## config.mk

```make
export PLATFORM = sky130hd
export DESIGN_NAME = ifetch_queue
export DESIGN_NICKNAME = d
export VERILOG_FILES = /design/src/rtl/ifetch_queue.sv
export SDC_FILE = /design/constraint.sdc
export NUM_CORES = 1
export LEC_CHECK = 0
export CAP_MARGIN = 20
export CORE_UTILIZATION = 59
export DETAILED_ROUTE_END_ITERATION = 8
export HOLD_SLACK_MARGIN = 0.15
export PLACE_DENSITY = 0.85
export SYNTH_ARGS = -nofsm -noshare
export SYNTH_HDL_FRONTEND = slang
export SYNTH_SLANG_ARGS = --single-unit
```

## constraint.sdc

```tcl
create_clock -name clk -period 4.8 [get_ports clk]
set_clock_uncertainty 0.15 [all_clocks]
set_input_delay 0.96 -clock clk [delete_from_list [all_inputs] [get_ports clk]]
set_output_delay 0.96 -clock clk [all_outputs]
set_load 0.005 [all_outputs]
```

## src/rtl/ifetch_queue.sv

```systemverilog
// rtl/ifetch_queue.sv - instruction fetch front end with PC-tagged prefetch FIFO
module ifetch_queue #(
   parameter logic [31:0] RESET_PC = 32'h0000_0000,
   parameter int          DEPTH    = 4
) (
   input  logic        clk,
   input  logic        reset,
   output logic [31:0] imem_addr,
   output logic        imem_en,
   input  logic [31:0] imem_rdata,
   input  logic        redirect,
   input  logic [31:0] redirect_pc,
   output logic        inst_valid,
   output logic [31:0] inst,
   output logic [31:0] inst_pc,
   input  logic        inst_ready
);

   localparam int PW = $clog2(DEPTH);
   localparam int CW = PW + 1;
   localparam logic [31:0] RESET_PC_AL = {RESET_PC[31:2], 2'b00};

   logic [31:0]   fpc_q, fpc_d;
   logic          inflight_q, inflight_d;
   logic [31:0]   req_pc_q, req_pc_d;
   logic [CW-1:0] count_q, count_d;
   logic [PW-1:0] rd_ptr_q, rd_ptr_d;
   logic [PW-1:0] wr_ptr_q, wr_ptr_d;
   logic [31:0]   pc_mem_q   [DEPTH];
   logic [31:0]   word_mem_q [DEPTH];

   logic          push;
   logic          pop;
   logic [CW:0]   credit_used;

   // Credit counts the outstanding read so a returning word always has a free slot.
   assign credit_used = {1'b0, count_q} + {{CW{1'b0}}, inflight_q};
   assign imem_en     = reset & ~redirect & (credit_used < (CW+1)'(DEPTH));
   assign imem_addr   = reset ? fpc_q : RESET_PC_AL;

   assign inst_valid  = reset & (count_q != '0);
   assign inst        = inst_valid ? word_mem_q[rd_ptr_q] : 32'h0;
   assign inst_pc     = inst_valid ? pc_mem_q[rd_ptr_q]   : 32'h0;

   assign push = inflight_q & ~redirect;
   assign pop  = inst_valid & inst_ready;

   always_comb begin
      fpc_d      = fpc_q;
      count_d    = count_q;
      rd_ptr_d   = rd_ptr_q;
      wr_ptr_d   = wr_ptr_q;
      inflight_d = imem_en;
      req_pc_d   = fpc_q;
      if (redirect) begin
         fpc_d    = {redirect_pc[31:2], 2'b00};
         count_d  = '0;
         rd_ptr_d = '0;
         wr_ptr_d = '0;
      end else begin
         if (imem_en) fpc_d = fpc_q + 32'd4;
         if (push) wr_ptr_d = wr_ptr_q + 1'b1;
         if (pop)  rd_ptr_d = rd_ptr_q + 1'b1;
         case ({push, pop})
            2'b10:   count_d = count_q + 1'b1;
            2'b01:   count_d = count_q - 1'b1;
            default: count_d = count_q;
         endcase
      end
   end

   always_ff @(posedge clk) begin
      if (!reset) begin
         fpc_q      <= RESET_PC_AL;
         inflight_q <= 1'b0;
         req_pc_q   <= RESET_PC_AL;
         count_q    <= '0;
         rd_ptr_q   <= '0;
         wr_ptr_q   <= '0;
      end else begin
         fpc_q      <= fpc_d;
         inflight_q <= inflight_d;
         req_pc_q   <= req_pc_d;
         count_q    <= count_d;
         rd_ptr_q   <= rd_ptr_d;
         wr_ptr_q   <= wr_ptr_d;
      end
   end

   // Entry storage needs no reset: inst_valid masks anything not yet written.
   always_ff @(posedge clk) begin
      if (reset && push) begin
         pc_mem_q[wr_ptr_q]   <= req_pc_q;
         word_mem_q[wr_ptr_q] <= imem_rdata;
      end
   end

   no_overflow_a: assert property (@(posedge clk) disable iff (!reset)
      !(push && count_q == CW'(DEPTH)));

endmodule

```

# --- Yosys cells after proc, flatten, opt, wreduce, memory -nomap -nowiden ---
# Memories as Yosys holds them, arrays and structs flattened. A register that Yosys moved wholly into a read port is not among the register bits.
# Cells that the tools add are included.
word_totals:
  output_inout_bits: 98
  reg_bits: 72
  ram_bits: 256
  in_bits: 68
  n_memories: 2
classes:
  reduce_logical: 5
  bitwise_logic: 7
  add_sub_neg: 6
  magnitude_cmp: 1
  eq_ne: 2
  muxes: 12
memory_table:
  columns: ["name", "words", "word_bits", "rd", "rd_ports_with_merged_regs", "write_ports", "line", "rtl"]
  rows:
  - ["pc_mem_q", 4, 32, 1, 1, 1, "29", "logic [31:0] pc_mem_q [DEPTH];"]
  - ["word_mem_q", 4, 32, 1, 1, 1, "30", "logic [31:0] word_mem_q [DEPTH];"]
ops:
  columns: ["cell", "count"]
  rows:
  - ["$mux W32", 5]
  - ["$add A32 B3 Y32 const B", 1]
  - ["$mux W2", 4]
  - ["$pmux W3 S2", 1]
  - ["$and A1 B1 Y1", 5]
  - ["$add A2 B1 Y2 const B", 2]
  - ["$add A3 B1 Y4", 1]
  - ["$lt A4 B3 Y1 const B", 1]
  - ["$reduce_bool A2 Y1", 2]
  - ["$add A3 B1 Y3 const B", 1]
  - ["$reduce_bool A3 Y1", 1]
  - ["$sub A3 B1 Y3 const B", 1]
  - ["$eq A2 B1 Y1 const B", 1]
  - ["$eq A2 B2 Y1 const B", 1]
  - ["$mux W1", 2]
  - ["$not A1 Y1", 2]
  - ["$reduce_or A2 Y1", 1]
  - ["$logic_and A1 B1 Y1", 1]

# --- Depth between registers and ports, before layout ---
depth:
  ltp_word: 5
  mapped_depth: 10
  mapped_depth_nobuf: 8

# --- Worst setup path after synthesis ---
# OpenSTA, ideal clock, no wires.
synth_timing:
  kind: "in2reg"
  start: "input port redirect"
  end: "memory pc_mem_q[0][10], enable pin"
  stages: 4
  t_required_ps: 4223
  setup_time_ps: 427
  setup_slack_ps: 1284
  n_path_buf: 2
  arrival_time_ps: 2939
  cell_sequence: "buf_6 clkbuf_1 nor2_1 and3_1"
synth_between:
  elab_chain_cells: 5
synth_rtl:
  columns: ["item", "line", "rtl"]
  rows:
  - ["start, declared", "11", "input logic redirect,"]
  - ["$not A1 Y1", "45", "assign push = inflight_q & ~redirect;"]
  - ["$and A1 B1 Y1", "45", null]
  - ["$logic_and A1 B1 Y1", "92", "if (reset && push) begin"]
  - ["$mux W1", "92", null]
  - ["$mux W1 (implied by the code)", "93", "pc_mem_q[wr_ptr_q] <= req_pc_q;"]
  - ["end, declared", "29", null]
# Every way passes these cells.

# --- Worst setup path in the final report ---
layout_timing:
  start: "input port reset"
  end: "output port imem_addr[4]"
layout_between:
  elab_chain_cells: 1
layout_rtl:
  columns: ["item", "line", "rtl"]
  rows:
  - ["start, declared", "7", "input logic reset,"]
  - ["$mux W32", null, null]
  - ["end, declared", "8", "output logic [31:0] imem_addr,"]
# Every way passes these cells.

==> metrics <==
Vias 7228; Worst slew margin 38.4%; crit path max fanout 22; Mapped Cells 756; Total Routing Usage GR 24.8%; Peak VDD IR 0.000262 V; vias in the first global route 7275; Max Freq 231 MHz; Pwr Density 379 nW/um^2; Slew Viols, Final 0; number of setup buffers added after CTS 0; initial core utilization 60.9%; Die Ht 147 um; total core area 20500 sq um; unrepaired setup endpoints after global routing no; Post-synth EDFFs 248; Placer Congestion 0.878; Clock Tree Buf Depth 3; initial antenna violation count 0; ANT nets after route 0; Clock Sinks 318; max_cap viols 0; hold crit path type register to register; worst hold slack 0.328 ns; Clock transition at path regs 0.06 ns; fin crit share 90.1%; Power Total 0.00590 W; # port buffers 159; Sum Neg Setup Slack 0 ns; die area 21700 sq um; WP data arrival 3.21 ns; die width 147 um; Detailed Place HPWL 16200 um; Inserted Clock Buffers 31; Syn. warnings 0; fraction of layout instances using a drive strength above 1 15.7%; Fill cells 1198; antenna cells 0; Cell Rows 52; DRC viols 0; FF+latch count, synth 318; fin nets 997; grt total ovfl 0; post_cts resized 0; crit start category primary input; post-DR vias/cell 5.94; Area Growth Syn to Fin 24.5%; root buffer cell clkbuf_16; I/O pin total 166; number of H-tree levels 1; largest net degree at the start of global routing 63; clk_lat worst skew 0.55 ns; DR pass1 iterations 7; CTS tree yes; first-pass GRT wire length 40900 um; commonest register cell after synthesis edfxtp_1; Yosys cell types 45; Post-synth ARST share 0%; worst slew pin tran 0.925 ns; endpoints failing hold 0; kind of critical path primary input to output pin; mean post-synth cell area 16.5 sq um; Required @ worst endpoint 3.69 ns; register area share after synthesis 70.9%; status complete, no violations; Hold Buf Count CTS 0; leak pwr 5.16 nW; drt total wl 26200 um; DRT iter0 DRCs 506; setup violators final 0; routed len/inst 21.5 um; nature of the critical path endpoint output pin; mapped cell area 12500 sq um; post-route minimum period 4.32 ns
-- flip-flops by register name (all words and copies together), names as in the netlist, named ones only --
register    count
req_pc_q       30
rd_ptr_q        2
pc_mem_q      120
count_q         3
word_mem_q    128
inflight_q      1
fpc_q          30
wr_ptr_q        2
-- synth_stat cells (all sizes together), types with 2 or more instances --
cell	number	area share, %
a21oi	33	1.4
a221oi	3	0.21
a31oi	6	0.30
a32oi	3	0.21
and2	88	4.4
and3	13	0.65
and4	3	0.21
buf	16	0.86
clkbuf	30	0.90
dfxtp	70	11
edfxtp	248	60
ha	6	0.60
inv	14	0.42
mux2	3	0.33
mux4	62	11
nand2	25	0.75
nand2b	2	0.16
nand3	12	0.48
nand4	16	0.80
nor2	28	0.84
nor3	9	0.36
nor3b	3	0.18
nor4	9	0.60
o21ai	13	0.52
o22ai	11	0.55
o31a	3	0.21
xnor2	7	0.49
xor2	10	0.70
-- logic make-up (layout without fill, tap and decap cells) --
kind of cell               after synthesis  in the layout  synth area share [%]
adders and majority gates                7              7                 0.762
xor gates and xnor gates                17             17                  1.19
muxes                                   66             66                  11.6
other                                    1              4                0.0300
buffers and inverters                   61            249                  2.23
DFF                                    318            318                  70.9
and+or+nand+nor                        211            211                  9.62
AOI/OAI and AO/OA                       75             75                  3.67
-- path summary, 6_finish.rpt --
check / startpoint / to / slack [ns] / cells past startpoint
max: reset / imem_addr[4] / 0.48 / 5
min: req_pc_q[15] / pc_mem_q[0][15] / 0.33 / 0
max reg2reg: count_q[0] / count_q[2] / 2.26 / 9
min reg2reg: req_pc_q[15] / pc_mem_q[0][15] / 0.33 / 0
-- final cells by class --
cell class	instances	area, sq um	share of cell area, %
sequential	318	8860	57.0
clock inverter	20	277	1.78
tap	270	338	2.17
timing repair buffer	176	1770	11.4
multi-input combinational	380	3390	21.8
inverter	15	57.6	0.370
clock buffer	38	852	5.48
-- metal layers --
metal  wire, um  vias up  track usage (%)
met5          0        -                0
met4        308        0             4.85
met3       2030       27             3.98
met2      13400      347             42.7
met1      10500     3614             33.8
li1           -     3240                -
-- worst max-delay path: stages --
cell and delay (ns):
clkdlybuf4s50_1 0.70, buf_4 0.25, inv_1 0.35, nor2_1 0.36, clkdlybuf4s50_1 0.57
-- cells in the final DEF, fill, tap and decap left out, drive strengths merged, types with 2 or more instances in the layout --
master and count:
nand2b 2, nand4 16, a32oi 3, xnor2 7, o22ai 11, mux4 62, ha 6, a21oi 33
and2 88, xor2 10, clkdlybuf4s50 159, nor3b 3, clkbuf 38, inv 15, o31a 3, o21ai 13
clkinv 12, a221oi 3, a31oi 6, bufinv 7, nor3 9, and4 3, conb 4, nand2 25
edfxtp 248, and3 13, dfxtp 70, mux2 3, nor2 28, buf 17, nor4 9, nand3 12
-- metrics by stage --
stage | setup slack (ns) | utilization (%) | cell area [sq um] | std cells
finish | 0.477 | 75.8 | 15500 | 1217
global route | 0.395 | 75.8 | 15500 | 1217
CTS | 0.537 | 75.8 | 15500 | 1217
detailed placement | 0.548 | 70.3 | 14400 | 1159
global placement | 0.565 | 70.3 | 14400 | 1159
floorplan | 1.28 | - | 12500 | 759
-- power breakdown --
| group | internal (W) | switching, W |
|---|---|---|
| clock | 0.00163 | 0.000996 |
| sequential | 0.00300 | 0.0000389 |
| combinational | 0.000122 | 0.000106 |
Note: power is estimated with default switching activity, not from simulation.
